[src/rtl/bank2rs_pkg.sv]
// Shared Bank->Vertex_RS beat format and sizing constants, also used by Vertex_RS.
package bank2rs_pkg;

  localparam int NUM_FV_LINE = 4;
  localparam int FV_SIZE     = 16;
  localparam int MAX_FV_NUM  = 64;
  localparam int MAX_NODE_ID = 16;
  localparam int BANK_ADDR_W = 8;
  localparam int NODE_ID_W   = $clog2(MAX_NODE_ID);

  typedef struct packed {
    logic                                sos;
    logic                                eos;
    logic [NODE_ID_W-1:0]                node_id;
    logic [NUM_FV_LINE-1:0][FV_SIZE-1:0] fv_data;
  } bank2rs_t;

  function automatic int lines_for(input int num_fv, input int line_fv);
    return (num_fv + line_fv - 1) / line_fv;
  endfunction

endpackage

[src/rtl/bank2rs_beat_stage.sv]
// Read-return alignment, FV slot masking and sos/eos tagging for the beat stream.
module bank2rs_beat_stage
  import bank2rs_pkg::*;
#(
  parameter int LINE_FV = NUM_FV_LINE,
  parameter int NUM_W   = $clog2(MAX_FV_NUM) + 1
) (
  input  logic                       clk,
  input  logic                       reset,
  input  logic                       issue_vld,
  input  logic                       issue_sos,
  input  logic                       issue_eos,
  input  logic [NUM_W-1:0]           issue_beat,
  input  logic [NUM_W-1:0]           num_fv,
  input  logic [NODE_ID_W-1:0]       node_id,
  input  logic [LINE_FV*FV_SIZE-1:0] bank_rd_data,
  output bank2rs_t                   beat_out,
  output logic                       stream_done
);

  logic                             ret_vld;
  logic                             ret_sos;
  logic                             ret_eos;
  logic [NUM_W-1:0]                 ret_beat;
  logic [NUM_W-1:0]                 ret_num;
  logic [NODE_ID_W-1:0]             ret_node;
  logic [LINE_FV-1:0][FV_SIZE-1:0]  fv_masked;

  // Beat tags ride one cycle behind the issue so they line up with bank data.
  always_ff @(posedge clk or negedge reset) begin
    if (!reset) begin
      ret_vld  <= 1'b0;
      ret_sos  <= 1'b0;
      ret_eos  <= 1'b0;
      ret_beat <= '0;
      ret_num  <= '0;
      ret_node <= '0;
    end else begin
      ret_vld  <= issue_vld;
      ret_sos  <= issue_sos;
      ret_eos  <= issue_eos;
      ret_beat <= issue_beat;
      ret_num  <= num_fv;
      ret_node <= node_id;
    end
  end

  // Slots past the node's FV count are zeroed; this also blanks whole pad beats.
  for (genvar j = 0; j < LINE_FV; j++) begin : g_slot
    assign fv_masked[j] = (ret_vld && ((int'(ret_beat) * LINE_FV + j) < int'(ret_num)))
                          ? bank_rd_data[j*FV_SIZE +: FV_SIZE] : '0;
  end

  always_ff @(posedge clk or negedge reset) begin
    if (!reset) begin
      beat_out <= '0;
    end else begin
      beat_out.sos     <= ret_vld && ret_sos;
      beat_out.eos     <= ret_vld && ret_eos;
      beat_out.node_id <= ret_vld ? ret_node : '0;
      beat_out.fv_data <= fv_masked;
    end
  end

  assign stream_done = beat_out.eos;

endmodule

[src/rtl/bank2rs_streamer.sv]
// Streams one node's FV lines from the bank to Vertex_RS as a fixed-length sos..eos burst.
module bank2rs_streamer
  import bank2rs_pkg::*;
#(
  parameter int LINE_FV = NUM_FV_LINE,
  parameter int MAX_FV  = MAX_FV_NUM,
  parameter int ADDR_W  = BANK_ADDR_W
) (
  input  logic                       clk,
  input  logic                       reset,
  input  logic                       req_valid,
  output logic                       req_ready,
  input  logic [NODE_ID_W-1:0]       req_node_id,
  input  logic [ADDR_W-1:0]          req_base_addr,
  input  logic [$clog2(MAX_FV):0]    req_num_fv,
  output logic                       bank_rd_en,
  output logic [ADDR_W-1:0]          bank_rd_addr,
  input  logic [LINE_FV*FV_SIZE-1:0] bank_rd_data,
  input  logic                       RS_available,
  output bank2rs_t                   Bank2RS_out,
  output logic                       stream_done
);

  localparam int NUM_W = $clog2(MAX_FV) + 1;

  localparam logic [1:0] S_IDLE    = 2'd0;
  localparam logic [1:0] S_WAIT_RS = 2'd1;
  localparam logic [1:0] S_ISSUE   = 2'd2;
  localparam logic [1:0] S_DRAIN   = 2'd3;

  logic [1:0]           state;
  logic [NODE_ID_W-1:0] node_q;
  logic [ADDR_W-1:0]    base_q;
  logic [NUM_W-1:0]     num_q;
  logic [NUM_W-1:0]     lines_q;
  logic [NUM_W-1:0]     beats_q;
  logic [NUM_W-1:0]     beat_q;
  logic [NUM_W-1:0]     req_lines;
  logic [NUM_W-1:0]     req_beats;
  logic                 issue;
  logic                 last_beat;

  // Streams are never shorter than two beats so sos and eos never share a beat.
  assign req_lines = NUM_W'(lines_for(int'(req_num_fv), LINE_FV));
  assign req_beats = (req_lines < NUM_W'(2)) ? NUM_W'(2) : req_lines;

  assign req_ready    = (state == S_IDLE);
  assign issue        = (state == S_ISSUE);
  assign last_beat    = (beat_q == beats_q - NUM_W'(1));
  assign bank_rd_en   = issue && (beat_q < lines_q);
  assign bank_rd_addr = bank_rd_en ? base_q + ADDR_W'(beat_q) : '0;

  always_ff @(posedge clk or negedge reset) begin
    if (!reset) begin
      state   <= S_IDLE;
      node_q  <= '0;
      base_q  <= '0;
      num_q   <= '0;
      lines_q <= '0;
      beats_q <= '0;
      beat_q  <= '0;
    end else begin
      case (state)
        S_IDLE: begin
          if (req_valid) begin
            node_q  <= req_node_id;
            base_q  <= req_base_addr;
            num_q   <= req_num_fv;
            lines_q <= req_lines;
            beats_q <= req_beats;
            beat_q  <= '0;
            state   <= S_WAIT_RS;
          end
        end
        S_WAIT_RS: begin
          if (RS_available) state <= S_ISSUE;
        end
        // RS_available is deliberately ignored from here on: no mid-stream stall.
        S_ISSUE: begin
          beat_q <= beat_q + NUM_W'(1);
          if (last_beat) state <= S_DRAIN;
        end
        S_DRAIN: begin
          if (stream_done) state <= S_IDLE;
        end
        default: state <= S_IDLE;
      endcase
    end
  end

  bank2rs_beat_stage #(
    .LINE_FV (LINE_FV),
    .NUM_W   (NUM_W)
  ) u_beat_stage (
    .clk          (clk),
    .reset        (reset),
    .issue_vld    (issue),
    .issue_sos    (issue && (beat_q == '0)),
    .issue_eos    (issue && last_beat),
    .issue_beat   (beat_q),
    .num_fv       (num_q),
    .node_id      (node_q),
    .bank_rd_data (bank_rd_data),
    .beat_out     (Bank2RS_out),
    .stream_done  (stream_done)
  );

endmodule

[config.mk]
export PLATFORM = sky130hd
export DESIGN_NAME = bank2rs_streamer
export DESIGN_NICKNAME = d
export VERILOG_FILES = /design/src/rtl/bank2rs_pkg.sv /design/src/rtl/bank2rs_beat_stage.sv /design/src/rtl/bank2rs_streamer.sv
export SDC_FILE = /design/constraint.sdc
export NUM_CORES = 1
export LEC_CHECK = 0
export CORE_ASPECT_RATIO = 0.5
export CORE_MARGIN = 1.5
export CORE_UTILIZATION = 40
export DETAILED_ROUTE_END_ITERATION = 10
export PLACE_DENSITY = 0.71
export SLEW_MARGIN = 20
export SYNTH_ARGS = -nofsm -noshare
export SYNTH_HDL_FRONTEND = slang
export SYNTH_SLANG_ARGS = --single-unit
[constraint.sdc]
create_clock -name clk -period 4.3 [get_ports clk]
set_clock_uncertainty 0.15 [all_clocks]
set_input_delay 0.43 -clock clk [delete_from_list [all_inputs] [get_ports clk]]
set_output_delay 0.43 -clock clk [all_outputs]
set_load 0.02 [all_outputs]
-- Yosys cells after proc, flatten, opt, wreduce, memory -nomap -nowiden
Cells that the tools add are included.
- $add $sub $neg: 9
- magnitude comparators: 6
- equality and inequality tests: 8
- multiplexer cells: 14
- bitwise operators: 1
- reduce and logical (&&, ||, !) cells: 16
- operators by type and width (kind ; number):
    $lt A32 B8 Y1 ; 3
    $mux W16 ; 4
    $add A9 B2 Y10 const B ; 2
    $mux W7 ; 2
    $pmux W7 S2 ; 1
    $add A9 B1 Y10 const B ; 1
    $logic_and A1 B1 Y1 ; 9
    $lt A9 B7 Y1 ; 1
    $sub A8 B1 Y9 const B ; 1
    $add A7 B3 Y8 const B ; 1
    $add A8 B7 Y8 ; 1
    $mux W2 ; 4
    $mux W8 ; 1
    $pmux W2 S4 ; 1
    $add A7 B1 Y7 ; 1
    $add A7 B1 Y7 const B ; 1
    $eq A7 B7 Y1 ; 1
    $logic_not A7 Y1 ; 1
    $lt A7 B2 Y1 const B ; 1
    $lt A7 B7 Y1 ; 1
    $sub A7 B1 Y7 const B ; 1
    $eq A2 B2 Y1 const B ; 2
    $mux W4 ; 1
    $ne A2 B1 Y1 const B ; 2
    8 further kinds ; 10
- bits in registers: 133
- input bits: 87
- word-level logic and storage cells: 74

-- Depth between registers and ports, before layout
- depth in word-level cells: 7
- gate-level depth with buffers: 8
- mapped depth without buffers: 7

-- Cells and area by module
A second synthesis with hierarchy kept.
- cells, all modules: 542
- area, all modules: 5641.7 sq um
- by module, submodules not included (module ; times used ; cells each ; area an instance (sq um)):
    bank2rs_beat_stage ; 1 ; 249 ; 3101.7
    bank2rs_streamer ; 1 ; 293 ; 2539.9

-- Worst setup path after synthesis
No wires, ideal clock.
- path kind: register to output
- start: register beat_q[4]
- end: output bank_rd_addr[7]
- arrival: 2.113 ns
- required time: 3.720 ns
- slack: 1.607 ns
- stages on the path, launching flop included: 6
- buffers on the path: 0
- cells stage by stage: dfrtp_1 ha_1 a21o_1 a2111oi_2 o21ai_1 nor3_1
- longest elaborated chain between the ends: 3
- elaborated cells on any way between the ends: 4
- those cells by class: add/sub (1); order compare (1); mux (1); reduce/logical (1)
- ends and longest elaborated chain (item ; RTL line ; source):
    start: declaration ; bank2rs_streamer.sv:37 ; logic [NUM_W-1:0] beat_q;
    start signal: assignment ; bank2rs_streamer.sv:80 ; beat_q <= beat_q + NUM_W'(1);
    $lt A7 B7 Y1 ; bank2rs_streamer.sv:50 ; assign bank_rd_en = issue && (beat_q < lines_q);
    $logic_and A1 B1 Y1 ; bank2rs_streamer.sv:50 ;
    $mux W8 (*) ; bank2rs_streamer.sv:51 ; assign bank_rd_addr = bank_rd_en ? base_q + ADDR_W'(beat_q) : '0;
    end: declaration ; bank2rs_streamer.sv:17 ; output logic [ADDR_W-1:0] bank_rd_addr,
Every way passes the cells marked *; elsewhere a longest branch is shown, timed or not.

-- Worst setup path in the final report
- start: register state[0]
- end: output bank_rd_addr[7]
- longest elaborated chain between the ends: 3
- ends and longest elaborated chain (item ; RTL line ; source):
    start: declaration ; bank2rs_streamer.sv:31 ; logic [1:0] state;
    start signal: assignment ; bank2rs_streamer.sv:55 ; state <= S_IDLE;
    start signal: assignment ; bank2rs_streamer.sv:72 ; state <= S_WAIT_RS;
    start signal: assignment ; bank2rs_streamer.sv:76 ; if (RS_available) state <= S_ISSUE;
    $eq A2 B2 Y1 ; bank2rs_streamer.sv:48 ; assign issue = (state == S_ISSUE);
    net issue ; bank2rs_streamer.sv:40 ; logic issue;
    $logic_and A1 B1 Y1 ; bank2rs_streamer.sv:50 ;
    $mux W8 ; bank2rs_streamer.sv:51 ;
The timed path passes the listed nets, and every way through them passes these cells.

==> results.md <==
- ANT cells: 0
- Die Y: 85.5 µm
- Largest net degree at the start of global routing: 74
- Placed cell count: 812
- Final Hold Vio Count: 5
- Pleak: 0.00374 µW
- Slew HR: 35.6%
- Die Area: 14400 µm²
- Fin Setup TNS: 0 ns
- CP Launch Type: flip-flop
- Synthesized cell area: 5450 µm²
- CTS tree: done
- Fill count: 1028
- Worst-Skew Late Latency: 0.40 ns
- Post-cts sizing count: 0
- Rows: 29
- FF/Latch Area: 3280 µm²
- Core region area: 13000 µm²
- Hold Slack: -0.00925 ns
- Period Utilization, post-route: 92.7%
- Worst Path Arrival: 3.41 ns
- # DRC: 0
- Count of unique library cells instantiated by Yosys: 48
- CTS sink cnt: 131
- #FFs+latches synth: 131
- Clk pwr share: 52.9%
- I/O pin count: 168
- Cts hold-fix bufs: 0
- Crit. End Element: output pin
- Commonest non-fill, non-tap cell in the layout: clkdlybuf4s50_1
- Clk pin slew, worst setup/hold paths: 0.06 ns
- Most frequent cells in the layout: 166 x clkdlybuf4s50_1, 131 x dfrtp_1, 73 x and2_1
- Comb power frac: 3.9%
- Final wirelength: 12700 µm
- DP HPWL: 9310 µm
- Final net count: 774
- Routed len/inst: 15.1 µm
- Hold Crit Class: in -> async
- GRT Total Usage: 18.5%
- Int Power: 2280 µW
- Status: finished with violations
- Worst Path Required: 3.72 ns
- Multi-input gate area: 2000 µm²
- Die X: 168 µm
- CTS Buf Count: 17
- Clock Path Buffers: 2
- # port buffers: 167
- Final Critical Period: 3.99 ns
- Crit path kind: reg -> out
- Actual slew at the worst max-slew pin: 0.966 ns
- Async SR Flop Fraction: 100%
- Sw Share: 20.3%
- Layout cells sized above 1: 6.38%
- Maximum VDD drop: 0.284 mV
- Post-CTS repair timing setup buffer count: 0
- Pwr per Cell Area: 361 nW/µm²
- RSZ-0062 raised after global routing: false
- Top_reg_cell synth: dfrtp_1
- # setup viols final: 0
- Max cap viols: 0
- Vias in the first global route: 3921
- H-tree Lvls: 4
- P_sw: 582 µW
- Post-synth EDFFs: 0
- Cell Count, Final, Fillers Out: 844
- Max-slew violations: 0
- Initial antenna violation count: 0
- Max FO, Critical Path: 15
- Gr ovfl total: 0
- Iter 0 DRT Violations: 251
- Flop pwr share: 43.2%
- First-pass GRT wire length: 20400 µm
- Drt first pass iters: 4
- Mapped Nets: 601
- Clock root cell: clkbuf_16
- Sequential fraction of the synthesis area: 60.2%
- Detail Route Antenna Nets: 0
- Failing checks: negative hold slack
- Gpl congestion: 0.846
- Starting Density: 41.9%
- Ys Warns: 0
- Via density: 4.74
- Post-synthesis average cell area: 11.2 µm²
- Vias: 3998
- Cells after Synth: 488
- P&R area growth vs syn: 45.4%
- Peak Freq: 251 MHz
-- cells in the mapped netlist, drive strengths merged, types with 2 or more instances --
master	n	share of area, %
o21ai	16	1.5
nand4	2	0.23
o21a	4	0.55
nor2	21	1.4
nand3	8	0.74
o21bai	2	0.28
buf	2	0.21
a31oi	2	0.23
nand2	72	5.0
ha	25	5.7
a21o	4	0.55
nor4	3	0.34
nor3b	5	0.69
a21oi	17	1.6
and2	74	8.5
xnor2	12	1.9
dfrtp	131	60
and3	4	0.46
clkbuf	14	0.96
a41oi	2	0.46
inv	29	2.0
or4	3	0.48
o31ai	3	0.41
mux2i	4	0.74
o211ai	5	0.69
nand2b	3	0.34
a21boi	2	0.28
nor3	4	0.37
-- routing by layer --
metal | share of wire (%) | routed length [µm] | GRT usage, %
met3 | 4.8 | 608 | 3.69
met5 | 0 | 0 | 0
met2 | 49 | 6230 | 31.0
met1 | 45 | 5730 | 24.3
met4 | 1.2 | 150 | 6.72
-- kinds of logic (layout without fill, tap and decap cells) --
group	after synthesis	count (layout)	share of synthesized area, %
AO/OA/AOI/OAI	62	62	7.42
multiplexers	5	5	0.942
buffers and inverters	45	231	3.17
AND/OR/NAND/NOR	205	205	19.6
adder cells (fa/ha/maj)	26	26	6.11
flip-flops	131	131	60.2
XOR/XNOR	14	14	2.53
-- area by class of cell --
class	instances	share of cell area [%]
Clock buffer	19	5.47
Clock inverter	13	2.34
Inverter	29	1.37
Multi-Input combinational cell	312	25.2
Sequential cell	131	41.4
Tap cell	170	2.69
Timing Repair Buffer	170	21.5
-- critical path, cell delays in order (launching register included) --
cell and delay, ns:
dfrtp_1 0.41, inv_1 0.11, ha_1 0.46, inv_1 0.21, a2111oi_2 0.61, o21ai_1 0.31, nor3_1 0.26, clkdlybuf4s50_1 0.63
-- metrics by stage --
stage | worst slack, ns | area [µm²] | power, µW | utilization, % | hold slack [ns]
final | 0.312 | 7920 | 2860 | 61.0 | -0.00925
after global routing | 0.0525 | 7920 | 2940 | 61.0 | 0.107
after CTS | 0.354 | 7920 | 2880 | 61.0 | 0.0558
after detailed placement | 0.795 | 7300 | 1370 | 56.2 | 0.209
after global placement | 0.913 | 7300 | 1370 | 56.2 | 0.208
after floorplan | 1.61 | 5450 | 1260 | - | -0.0156
-- path summary, 6_finish.rpt --
path | startpoint | depth (start not counted) | endpoint | slack, ns
min reg2reg | num_q[6] | 0 | u_beat_stage.ret_num[6] | 0.22
max | state[0] | 7 | bank_rd_addr[7] | 0.31
max reg2reg | state[0] | 5 | u_beat_stage.ret_sos | 1.73
max in group asynchronous | reset | 2 | u_beat_stage.beat_out[38] | 3.20
min | reset | 1 | u_beat_stage.beat_out[66] | -0.009
min in group clk | num_q[6] | 0 | u_beat_stage.ret_num[6] | 0.22
-- power groups by stage --
stage / registers, µW / clock network, µW / logic, µW
global route: 1230 / 1590 / 124
finish: 1230 / 1510 / 112
floorplan: 1260 / 0 / 6.36
CTS: 1230 / 1530 / 115
detailed placement: 1260 / 0 / 114
global placement: 1260 / 0 / 114
-- state kept, by name (all words and copies together), names as in the netlist, 2 cells and up --
register and flops:
num_q 7, u_beat_stage.ret_num 7, beat_q 7, beats_q 6, state 2, lines_q 6, u_beat_stage.ret_beat 7, u_beat_stage.ret_node 4
base_q 8, node_q 4, u_beat_stage.beat_out 69
Note: power is estimated with default switching activity, not from simulation.
